===== src/rtl/boot_chime_seq_if.sv =====
// Handshake bundle between boot/host control and the channel-1 chime sequencer.
// Control logic drives the requests; the sequencer drives the generator-side outputs.
interface boot_chime_seq_if;
  logic        play;
  logic        abort;
  logic        host_start;
  logic [10:0] host_freq;
  logic        start_sound;
  logic [10:0] freq;
  logic        busy;
  logic        done;
  logic        host_ack;

  modport master (
    output play, abort, host_start, host_freq,
    input  start_sound, freq, busy, done, host_ack
  );

  modport slave (
    input  play, abort, host_start, host_freq,
    output start_sound, freq, busy, done, host_ack
  );
endinterface


===== src/rtl/boot_chime_seq.sv =====
// Two-note power-on chime sequencer for the channel-1 square-wave generator,
// also arbitrating single-note host requests while no chime is running.
module boot_chime_seq #(
  parameter int unsigned FRAME_DIV  = 133333,
  parameter logic [10:0] NOTE0_FREQ = 11'h783,
  parameter logic [7:0]  NOTE0_LEN  = 8'd6,
  parameter logic [10:0] NOTE1_FREQ = 11'h7c1,
  parameter logic [7:0]  NOTE1_LEN  = 8'd60
) (
  input  logic             clk_8m,
  input  logic             rst,
  boot_chime_seq_if.slave  bus
);

  localparam int unsigned DIV_W = $clog2(FRAME_DIV);
  localparam logic [DIV_W-1:0] DIV_LOAD = DIV_W'(FRAME_DIV - 1);

  typedef enum logic [1:0] {
    IDLE,
    FIRE,
    HOLD
  } state_t;

  state_t           state_q, state_d;
  logic             idx_q, idx_d;
  logic [7:0]       len_q, len_d;
  logic [DIV_W-1:0] div_q;
  logic             div_reload;
  logic             frame_tick;
  logic             start_q, start_d;
  logic [10:0]      freq_q, freq_d;
  logic             done_q, done_d;
  logic             ack_q, ack_d;

  assign frame_tick = (div_q == '0);

  // Accepting play realigns the divider so note timing is relative to the request.
  always_ff @(posedge clk_8m) begin
    if (rst || div_reload || frame_tick) begin
      div_q <= DIV_LOAD;
    end else begin
      div_q <= div_q - DIV_W'(1);
    end
  end

  always_ff @(posedge clk_8m) begin
    if (rst) begin
      state_q <= IDLE;
      idx_q   <= 1'b0;
      len_q   <= '0;
      start_q <= 1'b0;
      freq_q  <= '0;
      done_q  <= 1'b0;
      ack_q   <= 1'b0;
    end else begin
      state_q <= state_d;
      idx_q   <= idx_d;
      len_q   <= len_d;
      start_q <= start_d;
      freq_q  <= freq_d;
      done_q  <= done_d;
      ack_q   <= ack_d;
    end
  end

  // The strobe and its frequency are registered on the edge that enters FIRE,
  // so start_sound is high exactly during the FIRE cycle.
  always_comb begin
    state_d    = state_q;
    idx_d      = idx_q;
    len_d      = len_q;
    start_d    = 1'b0;
    freq_d     = freq_q;
    done_d     = 1'b0;
    ack_d      = 1'b0;
    div_reload = 1'b0;

    unique case (state_q)
      IDLE: begin
        if (bus.play) begin
          idx_d      = 1'b0;
          state_d    = FIRE;
          start_d    = 1'b1;
          freq_d     = NOTE0_FREQ;
          div_reload = 1'b1;
        end else if (bus.host_start) begin
          start_d = 1'b1;
          freq_d  = bus.host_freq;
          ack_d   = 1'b1;
        end
      end

      FIRE: begin
        if (bus.abort) begin
          state_d = IDLE;
          idx_d   = 1'b0;
        end else begin
          len_d   = idx_q ? NOTE1_LEN : NOTE0_LEN;
          state_d = HOLD;
        end
      end

      HOLD: begin
        if (bus.abort) begin
          state_d = IDLE;
          idx_d   = 1'b0;
        end else if (frame_tick) begin
          if (len_q > 8'd1) begin
            len_d = len_q - 8'd1;
          end else if (!idx_q) begin
            idx_d   = 1'b1;
            state_d = FIRE;
            start_d = 1'b1;
            freq_d  = NOTE1_FREQ;
          end else begin
            state_d = IDLE;
            done_d  = 1'b1;
          end
        end
      end

      default: begin
        state_d = IDLE;
      end
    endcase
  end

  assign bus.start_sound = start_q;
  assign bus.freq        = freq_q;
  assign bus.busy        = (state_q != IDLE);
  assign bus.done        = done_q;
  assign bus.host_ack    = ack_q;

endmodule

===== src/flat_wrapper.sv =====
// flat-port wrapper written by rule: the top's interface ports become plain ports
module boot_chime_seq_flat 
#(
  parameter int unsigned FRAME_DIV  = 133333,
  parameter logic [10:0] NOTE0_FREQ = 11'h783,
  parameter logic [7:0]  NOTE0_LEN  = 8'd6,
  parameter logic [10:0] NOTE1_FREQ = 11'h7c1,
  parameter logic [7:0]  NOTE1_LEN  = 8'd60
)
  (clk_8m, rst, bus_play, bus_abort, bus_host_start, bus_host_freq, bus_start_sound, bus_freq, bus_busy, bus_done, bus_host_ack);
  boot_chime_seq_if bus_i ();
  input  logic clk_8m;
  input  logic rst;
  input wire logic [$bits(bus_i.play)-1:0] bus_play;
  input wire logic [$bits(bus_i.abort)-1:0] bus_abort;
  input wire logic [$bits(bus_i.host_start)-1:0] bus_host_start;
  input wire logic [$bits(bus_i.host_freq)-1:0] bus_host_freq;
  output wire logic [$bits(bus_i.start_sound)-1:0] bus_start_sound;
  output wire logic [$bits(bus_i.freq)-1:0] bus_freq;
  output wire logic [$bits(bus_i.busy)-1:0] bus_busy;
  output wire logic [$bits(bus_i.done)-1:0] bus_done;
  output wire logic [$bits(bus_i.host_ack)-1:0] bus_host_ack;
  assign bus_i.play = bus_play;
  assign bus_i.abort = bus_abort;
  assign bus_i.host_start = bus_host_start;
  assign bus_i.host_freq = bus_host_freq;
  assign bus_start_sound = bus_i.start_sound;
  assign bus_freq = bus_i.freq;
  assign bus_busy = bus_i.busy;
  assign bus_done = bus_i.done;
  assign bus_host_ack = bus_i.host_ack;
  boot_chime_seq #(.FRAME_DIV(FRAME_DIV), .NOTE0_FREQ(NOTE0_FREQ), .NOTE0_LEN(NOTE0_LEN), .NOTE1_FREQ(NOTE1_FREQ), .NOTE1_LEN(NOTE1_LEN)) u_core (.clk_8m(clk_8m), .rst(rst), .bus(bus_i));
endmodule

===== config.mk =====
export PLATFORM = sky130hd
export DESIGN_NAME = boot_chime_seq_flat
export DESIGN_NICKNAME = d
export VERILOG_FILES = /design/src/rtl/boot_chime_seq_if.sv /design/src/rtl/boot_chime_seq.sv /design/src/flat_wrapper.sv
export SDC_FILE = /design/constraint.sdc
export NUM_CORES = 1
export LEC_CHECK = 0
export BUFFER_PORTS_ARGS = -buffer_cell sky130_fd_sc_hd__buf_2
export CORE_UTILIZATION = 35
export CTS_CLUSTER_SIZE = 20
export DETAILED_ROUTE_END_ITERATION = 7
export PLACE_DENSITY_LB_ADDON = 0.3
export SYNTH_ARGS = -nofsm -noshare
export SYNTH_HDL_FRONTEND = slang
export SYNTH_SLANG_ARGS = --single-unit

===== constraint.sdc =====
create_clock -name clk_8m -period 2.6 [get_ports clk_8m]
set_input_delay 0.13 -clock clk_8m [delete_from_list [all_inputs] [get_ports clk_8m]]
set_output_delay 0.13 -clock clk_8m [all_outputs]
set_load 0.02 [all_outputs]

# After elaboration in Yosys (flattened, before gate mapping)
# Cells that the tools add are included.
# word_totals
output_inout_bits	15
word_cells	77
in_bits	16
ff_bits	43
# op_classes
n_eq_ne	13
bitwise	3
n_addsub	2
muxes	36
n_lt_le_gt_ge	1
n_reduce_logical	14
# op_table
operator	n
$mux 11	6
$mux 8	4
$pmux 11 s2	1
$logic_not 18->1	1
$sub 18x1->18 const B	1
$pmux 8 s2	1
$mux 1	15
$ne 2x2->1 const B	6
$mux 2	5
$reduce_and 5->1	2
$gt 8x1->1 const B	1
$sub 8x1->8 const B	1
$mux 6	1
$ne 3x3->1 const B	2
$pmux 2 s3	1
$reduce_and 6->1	1
$reduce_bool 2->1	3
$reduce_or 5->1	1
$ne 2x1->1 const B	2
$ne 3x2->1 const B	1
$not 1->1	3
$pmux 1 s3	1
$reduce_and 3->1	1
$reduce_bool 3->1	1
other kinds (6)	7

# Longest topological paths before layout
# logic_depth
depth_word	5
depth_mapped	8
ltp_nobuf	7

# Least setup slack after synthesis
# OpenSTA, ideal clock, no wires.
# synth_timing
path_type	register to register
startpoint	register u_core.div_q[9]
endpoint	register u_core.div_q[17]
period_less_slack_ns	1.850
path_stages_with_launch	7
required_time_ns	2.459
setup_slack_ns	0.750
setup_time_ns	0.141
arrival_time_ns	1.709
n_path_buf	1
cell_sequence	dfxtp_1 > or4_4 > or2_1 > buf_6 > nor4_4 > xnor2_1 > nand2_1
# synth_between
elab_chain_len	2
word_cells_on_any_way	3
classes_between	add/sub (1); reduce/logical (2)
# synth_rtl
element	line_no	rtl
start, declared	boot_chime_seq.sv:27	logic [DIV_W-1:0] div_q;
start signal, assigned	boot_chime_seq.sv:42	div_q <= div_q - DIV_W'(1);
branches (longest 2 deep; another with $sub 18x1->18)	-	
# Several ways; the timed one is not identified.
# A chain may end at the register's enable or synchronous reset.

# Worst setup path after layout
# layout_timing
startpoint	register u_core.len_q[2]
endpoint	register u_core.freq_q[9] (netlist: u_core.bus.freq[9])
# layout_between
elab_chain_len	3
# layout_rtl
element	line_no	rtl
start, declared	boot_chime_seq.sv:26	logic [7:0] len_q, len_d;
start signal, assigned	boot_chime_seq.sv:58	len_q <= len_d;
$gt 8x1->1	boot_chime_seq.sv:108	if (len_q > 8'd1) begin
$ne 2x2->1 (no source line)	-	
$reduce_and 6->1 (no source line)	-	
end signal, assigned	boot_chime_seq.sv:60	freq_q <= freq_d;
end, declared	boot_chime_seq.sv:31	logic [10:0] freq_q, freq_d;
# Every way passes these cells.

==> qor.yml <==
n_fill_cell: 571
skew_ps: 12.0
slew_headroom_pct: 52.3
timing.rr.start: "u_core.len_q[2]"
area_growth_pct: 15.3
min_from: "bus_host_freq[2]"
dpl.hpwl_um: 3290
synthTopCellsByCount: "dfxtp_1, nor2_1, nand2_1, a21oi_1"
drtIter0Drc: 85
cts_resized: 0
vias: 1703
yosysUniqueCellTypes: 56
period_minus_slack_ps: 2080
ir_drop_uv: 330
rsz0062_at_grt: "no"
final_nets: 269
ff2ff_path_depth: 5
grt_usage_pct: 15.5
io_pins: 31
fmax_mhz: 480
post_cts_buffers: 0
dr.pass1.iters: 4
worst_setup_path_start_kind: "register"
critPathMaxFanout: 7
syn_inst: 219
cts_tree: "built"
syn_area_mm2: 0.00207
synth-seq-cells: 43
ys_seq_area_share_pct: 41.5
instances_no_fill: 322
cts.path.max_buffers: 2
slew_viol_final: 0
holdPathStages: 2
worstPathArrival_ps: 2330
drc: 0
drive_gt1_share_pct: 22.8
ys.flop_type: "dfxtp_1"
setup_viol: 0
worstSetupStartpoint: "u_core.len_q[2]"
hold_buffers: 0
num_rows: 27
fin_crit_sh_pct: 80.2
clk_latency_ps: 300
cts_sinks: 43
synth-edff-count: 0
fin_util_pct: 42.6
postRouteAntennaNets: 0
min_path_type: "in2reg"
grt_pass1_vias: 1679
yosysWarnings: 0
grt_pass1_wl_um: 7670
routedWlPerCell_um: 13.8
power_density_mw_per_mm2: 592
antenna_cells: 0
reg2reg_slack_ps: 520
cts-root-buf: "clkbuf_8"
synth_top_area_cell: "dfxtp_1"
die_area_mm2: 0.00623
grt_max_degree: 19
status: "finished, final reports clean"
clkTransAtPathRegs_ps: 90
crit_type: "reg2reg"
start_util_pct: 36.9
vias_per_cell: 5.29
port_buffers: 30
synth_top_cells_by_area: "dfxtp_1, nor2_1, xnor2_1, a21oi_1, o221a_1"
syn-num-nets: 239
cts-htree-levels: 2
avgSynthCellArea_um2: 9.46
max_slew.worst_pin.slew_ps: 709
endpoint_kind: "register"
power_mw: 1.42
leakage_nw: 0.934
cap_violations: 0
core_area_mm2: 0.00561
ys_async_sr_fraction_pct: 0
yosys.area.top_type_share_pct: 41.5
drt-total-wl_um: 4450
die_y_um: 78.9
dp.cells: 314
die_x_um: 78.9
gp_congestion: 0.829
cts-buffers-inserted: 5
final.setup.tns_ps: 0
antenna_found_initial: 0
synth.most_common_cell: "dfxtp_1"
overflow: 0
hold_viol: 0
required_ps: 2840
-- critical path, stage by stage, from the launching register on --
cell and delay (ps):
dfxtp_1 390, nor4_4 410, nor4b_4 370, nand3_2 160, o41ai_4 430, o221a_1 270
-- area by class of cell --
class	instances	area (µm²)	area share, %
Multi-Input combinational cell	158	1130	47.3
Inverter	10	37.5	1.57
Clock inverter	3	43.8	1.83
Timing Repair Buffer	31	158	6.60
Clock buffer	5	68.8	2.88
Tap cell	72	90.1	3.77
Sequential cell	43	861	36.0
-- flip-flops by register name (all words and copies together) (netlist names) --
name                    flops
u_core.len_q                8
u_core.bus.start_sound      1
u_core.state_q              2
u_core.div_q               18
u_core.idx_q                1
u_core.bus.done             1
u_core.bus.host_ack         1
u_core.bus.freq            11
-- metrics by stage --
step	area, µm²	worst slack (ps)	hold slack [ps]
after floorplan	2070	750	263
after global placement	2280	567	350
after detailed placement	2280	539	357
after CTS	2390	517	33.3
after global routing	2390	389	45.5
final	2390	516	45.0
-- worst paths after layout --
path,endpoint
worst min-delay path,u_core.bus.freq[2]
worst min register to register,u_core.div_q[0]
worst max register to register,u_core.bus.freq[9]
worst max-delay path,u_core.bus.freq[9]
-- cells by family (layout without fill, tap and decap cells) --
family | count (synthesis) | in the layout | share of synthesized area (%)
compound gates | 51 | 51 | 19.4
xor+xnor | 14 | 14 | 5.92
fa+ha+maj | 4 | 4 | 2.42
buf+inv | 18 | 49 | 3.86
flops | 43 | 43 | 41.5
mux | 2 | 2 | 0.966
simple gates | 87 | 87 | 25.8
-- power breakdown --
part / internal (mW) / switching, mW
Combinational: 0.0765 / 0.109
Clock: 0.286 / 0.235
Sequential: 0.687 / 0.0227
Total: 1.05 / 0.366
-- cells in the final DEF, fill, tap and decap left out, types with 2 or more instances in the layout --
master	Yosys	routed
mux2i_1	2	2
xor2_1	4	4
clkbuf_8	0	5
o311ai_0	2	2
nor2_1	28	28
inv_1	10	10
a22o_1	4	4
buf_2	1	30
o31ai_1	5	5
dfxtp_1	43	43
nor3_1	6	6
o21ai_0	5	5
xnor2_1	10	10
or4_1	3	3
ha_1	4	4
or4_4	2	2
nand4_1	4	4
or3_1	3	3
nor4_4	3	3
nand2_1	16	16
a21oi_1	14	14
o221a_1	6	6
nand3_1	3	3
nor2b_1	3	3
nand2b_1	2	2
-- layer usage --
| layer | vias up | share of wire, % | track usage (%) |
|---|---|---|---|
| met2 | 41 | 46 | 25.2 |
| met5 | - | 0 | 0 |
| li1 | 856 | - | - |
| met3 | 5 | 4.0 | 3.56 |
| met1 | 801 | 50 | 20.3 |
| met4 | 0 | 0.81 | 5.09 |
(Power assumes the default switching activity.)
